===== src/rtl/wb_timer.sv =====
// ============================================================================
// Module   : wb_timer
// Brief    : Wishbone machine timer: prescaled 64-bit mtime, mtimecmp, IRQ.
// Revision : 1.0
// ============================================================================
`default_nettype none

module wb_timer #(
  parameter int          PRESCALE_WIDTH = 16,
  parameter logic [63:0] MTIMECMP_RESET = 64'hFFFF_FFFF_FFFF_FFFF
) (
  input  logic        clk_i,
  input  logic        rst_ni,
  input  logic        cyc_i,
  input  logic        stb_i,
  input  logic        we_i,
  input  logic [31:0] adr_i,
  input  logic [3:0]  sel_i,
  input  logic [31:0] dat_i,
  output logic [31:0] dat_o,
  output logic        ack_o,
  output logic        err_o,
  output logic        timer_interrupt_o
);

  localparam logic [2:0] c_idx_ctrl     = 3'd0;
  localparam logic [2:0] c_idx_prescale = 3'd1;
  localparam logic [2:0] c_idx_mtime_lo = 3'd2;
  localparam logic [2:0] c_idx_mtime_hi = 3'd3;
  localparam logic [2:0] c_idx_cmp_lo   = 3'd4;
  localparam logic [2:0] c_idx_cmp_hi   = 3'd5;

  logic                      r_ctrl_en;
  logic                      r_ctrl_ie;
  logic [PRESCALE_WIDTH-1:0] r_prescale;
  logic [PRESCALE_WIDTH-1:0] r_pcnt;
  logic [31:0]               r_mtime_lo;
  logic [31:0]               r_mtime_hi;
  logic [31:0]               r_shadow;
  logic [63:0]               r_mtimecmp;
  logic                      r_ack;
  logic                      r_err;
  logic [31:0]               r_dat;
  logic                      r_irq;

  logic [2:0]  w_idx;
  logic        w_mapped;
  logic        w_accept;
  logic        w_wr;
  logic        w_rd;
  logic        w_tick;
  logic        w_carry;
  logic [31:0] w_ctrl_rd;
  logic [31:0] w_prescale_rd;
  logic [31:0] w_ctrl_new;
  logic [31:0] w_rdata;
  logic        w_unused;

  function automatic logic [31:0] f_merge(input logic [31:0] old_v,
                                          input logic [31:0] new_v,
                                          input logic [3:0]  sel);
    logic [31:0] res;
    for (int i = 0; i < 4; i++) begin
      res[8*i +: 8] = sel[i] ? new_v[8*i +: 8] : old_v[8*i +: 8];
    end
    return res;
  endfunction

  assign w_idx    = adr_i[4:2];
  assign w_mapped = (w_idx <= c_idx_cmp_hi);
  // Holding off while a termination is visible keeps a held request from being served twice.
  assign w_accept = cyc_i & stb_i & ~r_ack & ~r_err;
  assign w_wr     = w_accept & we_i & w_mapped;
  assign w_rd     = w_accept & ~we_i & w_mapped;

  assign w_tick  = r_ctrl_en & (r_pcnt == r_prescale);
  assign w_carry = w_tick & (r_mtime_lo == 32'hFFFF_FFFF);

  assign w_ctrl_rd     = {30'h0, r_ctrl_ie, r_ctrl_en};
  assign w_prescale_rd = 32'(r_prescale);
  assign w_ctrl_new    = f_merge(w_ctrl_rd, dat_i, sel_i);
  assign w_unused      = ^{adr_i[31:5], adr_i[1:0], w_ctrl_new[31:2]};

  always_comb begin
    w_rdata = 32'h0;
    case (w_idx)
      c_idx_ctrl:     w_rdata = w_ctrl_rd;
      c_idx_prescale: w_rdata = w_prescale_rd;
      c_idx_mtime_lo: w_rdata = r_mtime_lo;
      c_idx_mtime_hi: w_rdata = r_shadow;
      c_idx_cmp_lo:   w_rdata = r_mtimecmp[31:0];
      c_idx_cmp_hi:   w_rdata = r_mtimecmp[63:32];
      default:        w_rdata = 32'h0;
    endcase
  end

  always_ff @(posedge clk_i or negedge rst_ni) begin
    if (!rst_ni) begin
      r_ack <= 1'b0;
      r_err <= 1'b0;
      r_dat <= 32'h0;
    end else begin
      r_ack <= w_accept & w_mapped;
      r_err <= w_accept & ~w_mapped;
      r_dat <= w_rd ? w_rdata : 32'h0;
    end
  end

  always_ff @(posedge clk_i or negedge rst_ni) begin
    if (!rst_ni) begin
      r_ctrl_en  <= 1'b0;
      r_ctrl_ie  <= 1'b0;
      r_prescale <= '0;
      r_pcnt     <= '0;
      r_mtimecmp <= MTIMECMP_RESET;
      r_shadow   <= 32'h0;
    end else begin
      if (w_wr && w_idx == c_idx_ctrl) begin
        r_ctrl_en <= w_ctrl_new[0];
        r_ctrl_ie <= w_ctrl_new[1];
      end
      if (w_wr && w_idx == c_idx_prescale) begin
        r_prescale <= PRESCALE_WIDTH'(f_merge(w_prescale_rd, dat_i, sel_i));
      end
      if (!r_ctrl_en || w_tick || (w_wr && w_idx == c_idx_prescale)) begin
        r_pcnt <= '0;
      end else begin
        r_pcnt <= r_pcnt + 1'b1;
      end
      if (w_wr && w_idx == c_idx_cmp_lo) begin
        r_mtimecmp[31:0] <= f_merge(r_mtimecmp[31:0], dat_i, sel_i);
      end
      if (w_wr && w_idx == c_idx_cmp_hi) begin
        r_mtimecmp[63:32] <= f_merge(r_mtimecmp[63:32], dat_i, sel_i);
      end
      // Freeze the upper half so a following HI read is coherent with this LO read.
      if (w_rd && w_idx == c_idx_mtime_lo) begin
        r_shadow <= r_mtime_hi;
      end
    end
  end

  // A bus write to either half wins over the tick for that half only.
  always_ff @(posedge clk_i or negedge rst_ni) begin
    if (!rst_ni) begin
      r_mtime_lo <= 32'h0;
      r_mtime_hi <= 32'h0;
      r_irq      <= 1'b0;
    end else begin
      if (w_wr && w_idx == c_idx_mtime_lo) begin
        r_mtime_lo <= f_merge(r_mtime_lo, dat_i, sel_i);
      end else if (w_tick) begin
        r_mtime_lo <= r_mtime_lo + 32'h1;
      end
      if (w_wr && w_idx == c_idx_mtime_hi) begin
        r_mtime_hi <= f_merge(r_mtime_hi, dat_i, sel_i);
      end else if (w_carry) begin
        r_mtime_hi <= r_mtime_hi + 32'h1;
      end
      r_irq <= r_ctrl_ie & ({r_mtime_hi, r_mtime_lo} >= r_mtimecmp);
    end
  end

  assign dat_o             = r_dat;
  assign ack_o             = r_ack;
  assign err_o             = r_err;
  assign timer_interrupt_o = r_irq;

endmodule

`default_nettype wire


===== config.mk =====
export PLATFORM = sky130hd
export DESIGN_NAME = wb_timer
export DESIGN_NICKNAME = d
export VERILOG_FILES = /design/src/rtl/wb_timer.sv
export SDC_FILE = /design/constraint.sdc
export NUM_CORES = 1
export LEC_CHECK = 0
export CORE_UTILIZATION = 45
export DETAILED_ROUTE_END_ITERATION = 7
export SYNTH_ARGS = -nofsm -noshare
export SYNTH_HDL_FRONTEND = slang
export SYNTH_SLANG_ARGS = --single-unit

===== constraint.sdc =====
create_clock -name clk_i -period 3.05 [get_ports clk_i]
set_clock_uncertainty 0.15 [all_clocks]
set_input_delay 0.61 -clock clk_i [delete_from_list [all_inputs] [get_ports clk_i]]
set_output_delay 0.61 -clock clk_i [all_outputs]
set_load 0.05 [all_outputs]

# Yosys cells after proc, flatten, opt, wreduce, memory -nomap -nowiden
# Cells that the tools add are included.
# W data, S select, Z words.
[classes]
add_sub_neg = 3
bitwise = 16
n_lt_le_gt_ge = 2
reduce_logical = 32
eq_ne = 15
muxes = 11
[op_table]
columns = ["cell", "count"]
rows = [
  ["$pmux W32 S6", 1],
  ["$mux W32", 5],
  ["$add A32 B1 Y32 const B", 2],
  ["$ge A64 B64 Y1", 1],
  ["$reduce_and A2 Y1", 19],
  ["$eq A32 B32 Y1 const B", 1],
  ["$mux W8", 4],
  ["$add A16 B1 Y16 const B", 1],
  ["$eq A16 B16 Y1", 1],
  ["$mux W16", 1],
  ["$ne A2 B2 Y1 const B", 8],
  ["$and A1 B1 Y1", 12],
  ["$logic_and A1 B1 Y1", 7],
  ["$eq A3 B2 Y1 const B", 2],
  ["$eq A3 B3 Y1 const B", 2],
  ["$not A1 Y1", 4],
  ["$reduce_bool A2 Y1", 2],
  ["$eq A3 B1 Y1 const B", 1],
  ["$le A3 B3 Y1 const B", 1],
  ["$logic_not A3 Y1", 1],
  ["$logic_or A1 B1 Y1", 2],
  ["$logic_not A1 Y1", 1],
]
[word_totals]
word_cells = 105
reg_bits = 229
out_inout_bits = 35
in_bits = 73

# Depth between registers and ports, before layout
[logic_depth]
ltp_word = 8
mapped_depth = 11
ltp_nobuf = 9

# Worst setup path before layout
# No wires, ideal clock.
[synth_path]
path_type = "flip-flop to flip-flop"
startpoint = "reg r_err, in the netlist err_o"
endpoint = "reg r_shadow[10]"
setup_ns = 0.125
path_slack_ns = 0.379
arrival_ns = 2.397
path_stages_with_launch = 8
t_required_ns = 2.775
cell_sequence = "dfrtp_1 and4bb_2 a21boi_0 nand2b_1 clkbuf_1 nor3_1 buf_2 mux2_2"
[synth_between]
elab_chain_cells = 5
[synth_rtl]
columns = ["element", "line", "text"]
rows = [
  ["start, declared", "42", "logic r_err;"],
  ["start signal, assigned", "104", "r_err <= w_accept & ~w_mapped;"],
  ["$not A1 Y1", "72", "assign w_accept = cyc_i & stb_i & ~r_ack & ~r_err;"],
  ["$and A1 B1 Y1", "72", ""],
  ["$and A1 B1 Y1 (2 in a row)", "74", "assign w_rd = w_accept & ~we_i & w_mapped;"],
  ["$logic_and A1 B1 Y1", "137", "if (w_rd && w_idx == c_idx_mtime_lo) begin"],
  ["end signal, assigned", "138", "r_shadow <= r_mtime_hi;"],
  ["end, declared", "39", "logic [31:0] r_shadow;"],
]
# Every way passes these cells.
# A chain may end at the register's enable or synchronous reset.

# Worst setup path after layout
[layout_path]
startpoint = "reg r_mtimecmp[31]"
endpoint = "reg r_irq, in the netlist timer_interrupt_o"
[layout_between]
elab_chain_cells = 2
[layout_rtl]
columns = ["element", "line", "text"]
rows = [
  ["start, declared", "40", "logic [63:0] r_mtimecmp;"],
  ["start signal, assigned", "131", "r_mtimecmp[31:0] <= f_merge(r_mtimecmp[31:0], dat_i, sel_i);"],
  ["$ge A64 B64 Y1", "160", "r_irq <= r_ctrl_ie & ({r_mtime_hi, r_mtime_lo} >= r_mtimecmp);"],
  ["$and A1 B1 Y1", "160", ""],
  ["end signal, assigned", "160", ""],
  ["end, declared", "44", "logic r_irq;"],
]
# Every way passes these cells.

==> flow_summary.toml <==
[outcome]
status = "finished, final reports clean"

[synthesis]
synth_simple_gate_area_share_pct = 15.6
syn_nets = 1430
avgSynthCellArea_sq_um = 10.1
yosysWarnings = 0
async_reset_ff_share_pct = 100
synth.cell_area_sq_um = 13100
ys_types = 73
synth-main-ff-cell = "dfrtp_1"
synth_mux_area_share_pct = 14.2
synth_xor_area_share_pct = 2.20
syn_inst = 1290
ys_ff_latch = 229
synth_edf_count = 0
yosys.area_share.adder_pct = 6.42
synth_compound_area_share_pct = 13.2
yosysSeqAreaShare_pct = 44.5
synth_top_family_by_area = "simple AND/OR/NAND/NOR gates"

[worst_setup_path]
cp.arrival_ns = 3.19
critPathMostFrequentCell = "buf_4"
worstSetupEndpointType = "register"
slowest_stage = "dfstp_2"
startpoint_type = "register"
cp_top_family = "compound AO/OA/AOI/OAI gates"
slowest_delay_ns = 0.54
cp_cell_sequence = "inv_1, ha_1, nand4_1, nor4_1, buf_4, a221oi_1, nand2_1, a2111oi_1, buf_4, a21oi_1"
worst_ep_required_time_ns = 3.30
worst-path-buf-inv = 3
worst-setup-path-type = "reg -> reg"
critPathMaxFanout = 3

[placement]
pre_cts_slack_ns = -0.0361
gp_congestion = 0.892
placed_cells = 1804
port_buffers = 78
dp_hpwl_um = 27300

[power_and_ir_drop]
power_mw = 8.83
power_density_nw_per_um2 = 550
power_leakage_nw = 7.08
vdd_drop_max_v = 0.000461

[floorplan]
core_area_sq_um = 28600
initial_utilization_pct = 45.6
die_h_um = 172
rows = 62
ios = 108
die_x_um = 172
die-area_sq_um = 29700

[detailed_routing]
postRouteAntennaNets = 0
vias = 10613
vias_per_cell = 5.71
met3_length_um = 1680
drc = 0
drt-initial-drc-count = 681
dr_wl_met2_um = 18300
routedWlPerCell_um = 20.0
drt-pass1-iter-count = 5
wl_um = 37200
wl_met1_um = 16300
highest_layer = "met4"

[cells_and_area]
nets = 1592
final_common_cell = "dfrtp_1"
diodes = 0
nFillCells = 2534
final_cell_mix = "dfrtp_1, nor2_1, mux2_2, a21oi_1, buf_4"
final_cells = 1858
area_delta_synth_final_pct = 22.8
drive_gt1_share_pct = 25.0
post-route-util_pct = 56.0

[clocking]
htree_levels = 1
cts_tree = "done"
clk_pin_slew_worst_paths_ns = 0.06
cts_buffer_depth = 3
clk_latency_ns = 0.55
clock_sinks = 229
ctsRootBufferMaster = "clkbuf_16"
numCtsBuffers = 28

[timing]
final_hold_viol_count = 0
fin_crit_sh_pct = 96.4
rsz0062_at_grt = "no"
setup_slack_ns = 0.110
setup_viol_count_final = 0
tightest_slew_ns = 0.813
min_period_ns = 2.94
fmax_ghz = 0.340
drv_slew = 0
max_slew_margin_pct = 45.8

[global_route]
grt_pass1_vias = 10734
grt.total_usage_pct = 26.1
grt_pass1_wl_um = 59500
grt_max_degree = 63
antenna_found_initial = 0
grt_overflow = 0

[run]
drv_cap = 0

[hold_path]
hp-class = "reg -> reg"
==> worst paths after layout <==
check | from | end | slack (ns) | cells after the start
hold reg to reg | r_shadow[19] | r_shadow[19] | 0.36 | 1
min in group asynchronous | rst_ni | r_shadow[27] | 0.45 | 2
max in group asynchronous | rst_ni | r_mtimecmp[11] | 1.52 | 3
hold / removal | r_shadow[19] | r_shadow[19] | 0.36 | 1
setup / recovery | r_mtimecmp[31] | timer_interrupt_o | 0.11 | 10
setup reg to reg | r_mtimecmp[31] | timer_interrupt_o | 0.11 | 10
==> state kept, by name (all words and copies together) (netlist names) <==
signal,count
r_prescale,16
err_o,1
r_mtime_lo,32
ack_o,1
r_ctrl_en,1
r_shadow,32
timer_interrupt_o,1
dat_o,32
r_ctrl_ie,1
r_mtime_hi,32
r_pcnt,16
r_mtimecmp,64
==> synthesized netlist by cell type, drive strengths merged (3+ instances only) <==
cell	number	area, sq um
nand2b	8	50.1
o21ai	31	155
ha	67	838
nor4	10	98.8
mux2i	50	500
o22ai	16	100
dfrtp	165	4130
a22oi	16	120
o22a	17	149
a211oi	12	90.1
mux2	116	1310
a2111oi	3	26.3
dfstp	64	1680
and4	11	97.6
or3	6	37.5
o21a	11	82.6
clkbuf	37	139
a21oi	110	551
nor3	18	139
o31ai	5	37.5
a311oi	6	52.6
buf	21	110
xnor2	4	35.0
and2	9	56.3
nand3	52	273
o32ai	5	43.8
nor3b	3	27.5
xor2	28	253
inv	70	263
nor2b	4	25.0
a221oi	4	35.0
a31o	3	26.3
nand4	35	234
nor2	119	449
nand2	90	338
and3	23	145
a31oi	6	37.5
a21o	9	67.6
==> worst reg2reg max path: cells and delay by family, from the launching register on <==
family / cells / cell delay (ns)
adder cells (fa/ha/maj): 1 / 0.34
buffers and inverters: 3 / 0.39
AND/OR/NAND/NOR: 3 / 0.51
flip-flops: 1 / 0.54
AO/OA/AOI/OAI: 3 / 0.85
==> layout make-up <==
cell class | instances | area (sq um) | share of cell area [%]
Clock buffer | 38 | 790 | 4.92
Multi-Input combinational cell | 933 | 6760 | 42.1
Timing Repair Buffer | 190 | 1730 | 10.8
Sequential cell | 229 | 5810 | 36.2
Clock inverter | 14 | 213 | 1.33
Inverter | 70 | 263 | 1.64
Tap cell | 384 | 480 | 3.00
==> through the flow <==
| stage | hold WS, ns | cell area [sq um] | setup TNS (ns) |
|---|---|---|---|
| final | 0.355 | 16000 | 0 |
| after global routing | 0.371 | 16000 | 0 |
| after CTS | 0.360 | 16000 | 0 |
| after detailed placement | 0.346 | 15000 | -0.0666 |
| after global placement | 0.338 | 15000 | 0 |
| after floorplan | 0.164 | 13100 | 0 |
==> routing by layer <==
metal / vias to the layer above / global-route usage (%)
met1: 5257 / 34.4
met5: - / 0
li1: 5019 / -
met3: 63 / 2.86
met4: 0 / 8.00
met2: 274 / 44.7
==> cell families after synthesis <==
logic type,after synthesis
flops,229
simple gates,395
fa+ha+maj,67
xor+xnor,32
buf+inv,128
compound gates,271
mux,168
==> power breakdown <==
group          leakage, nW  switching, mW  internal, mW
Sequential            2.87          0.281          3.36
Combinational         3.73          0.867         0.735
Clock                0.483           1.34          2.24
Total                 7.08           2.49          6.34
==> what timing repair did <==
item | 4_1_cts | 5_1_grt
buffers inserted | 0 | 1
setup endpoints to repair | 0 | 5
hold buffers | 1 | 0
gates resized for setup | 0 | 1
hold endpoints to repair | 36 | 0
(Power assumes the default switching activity.)
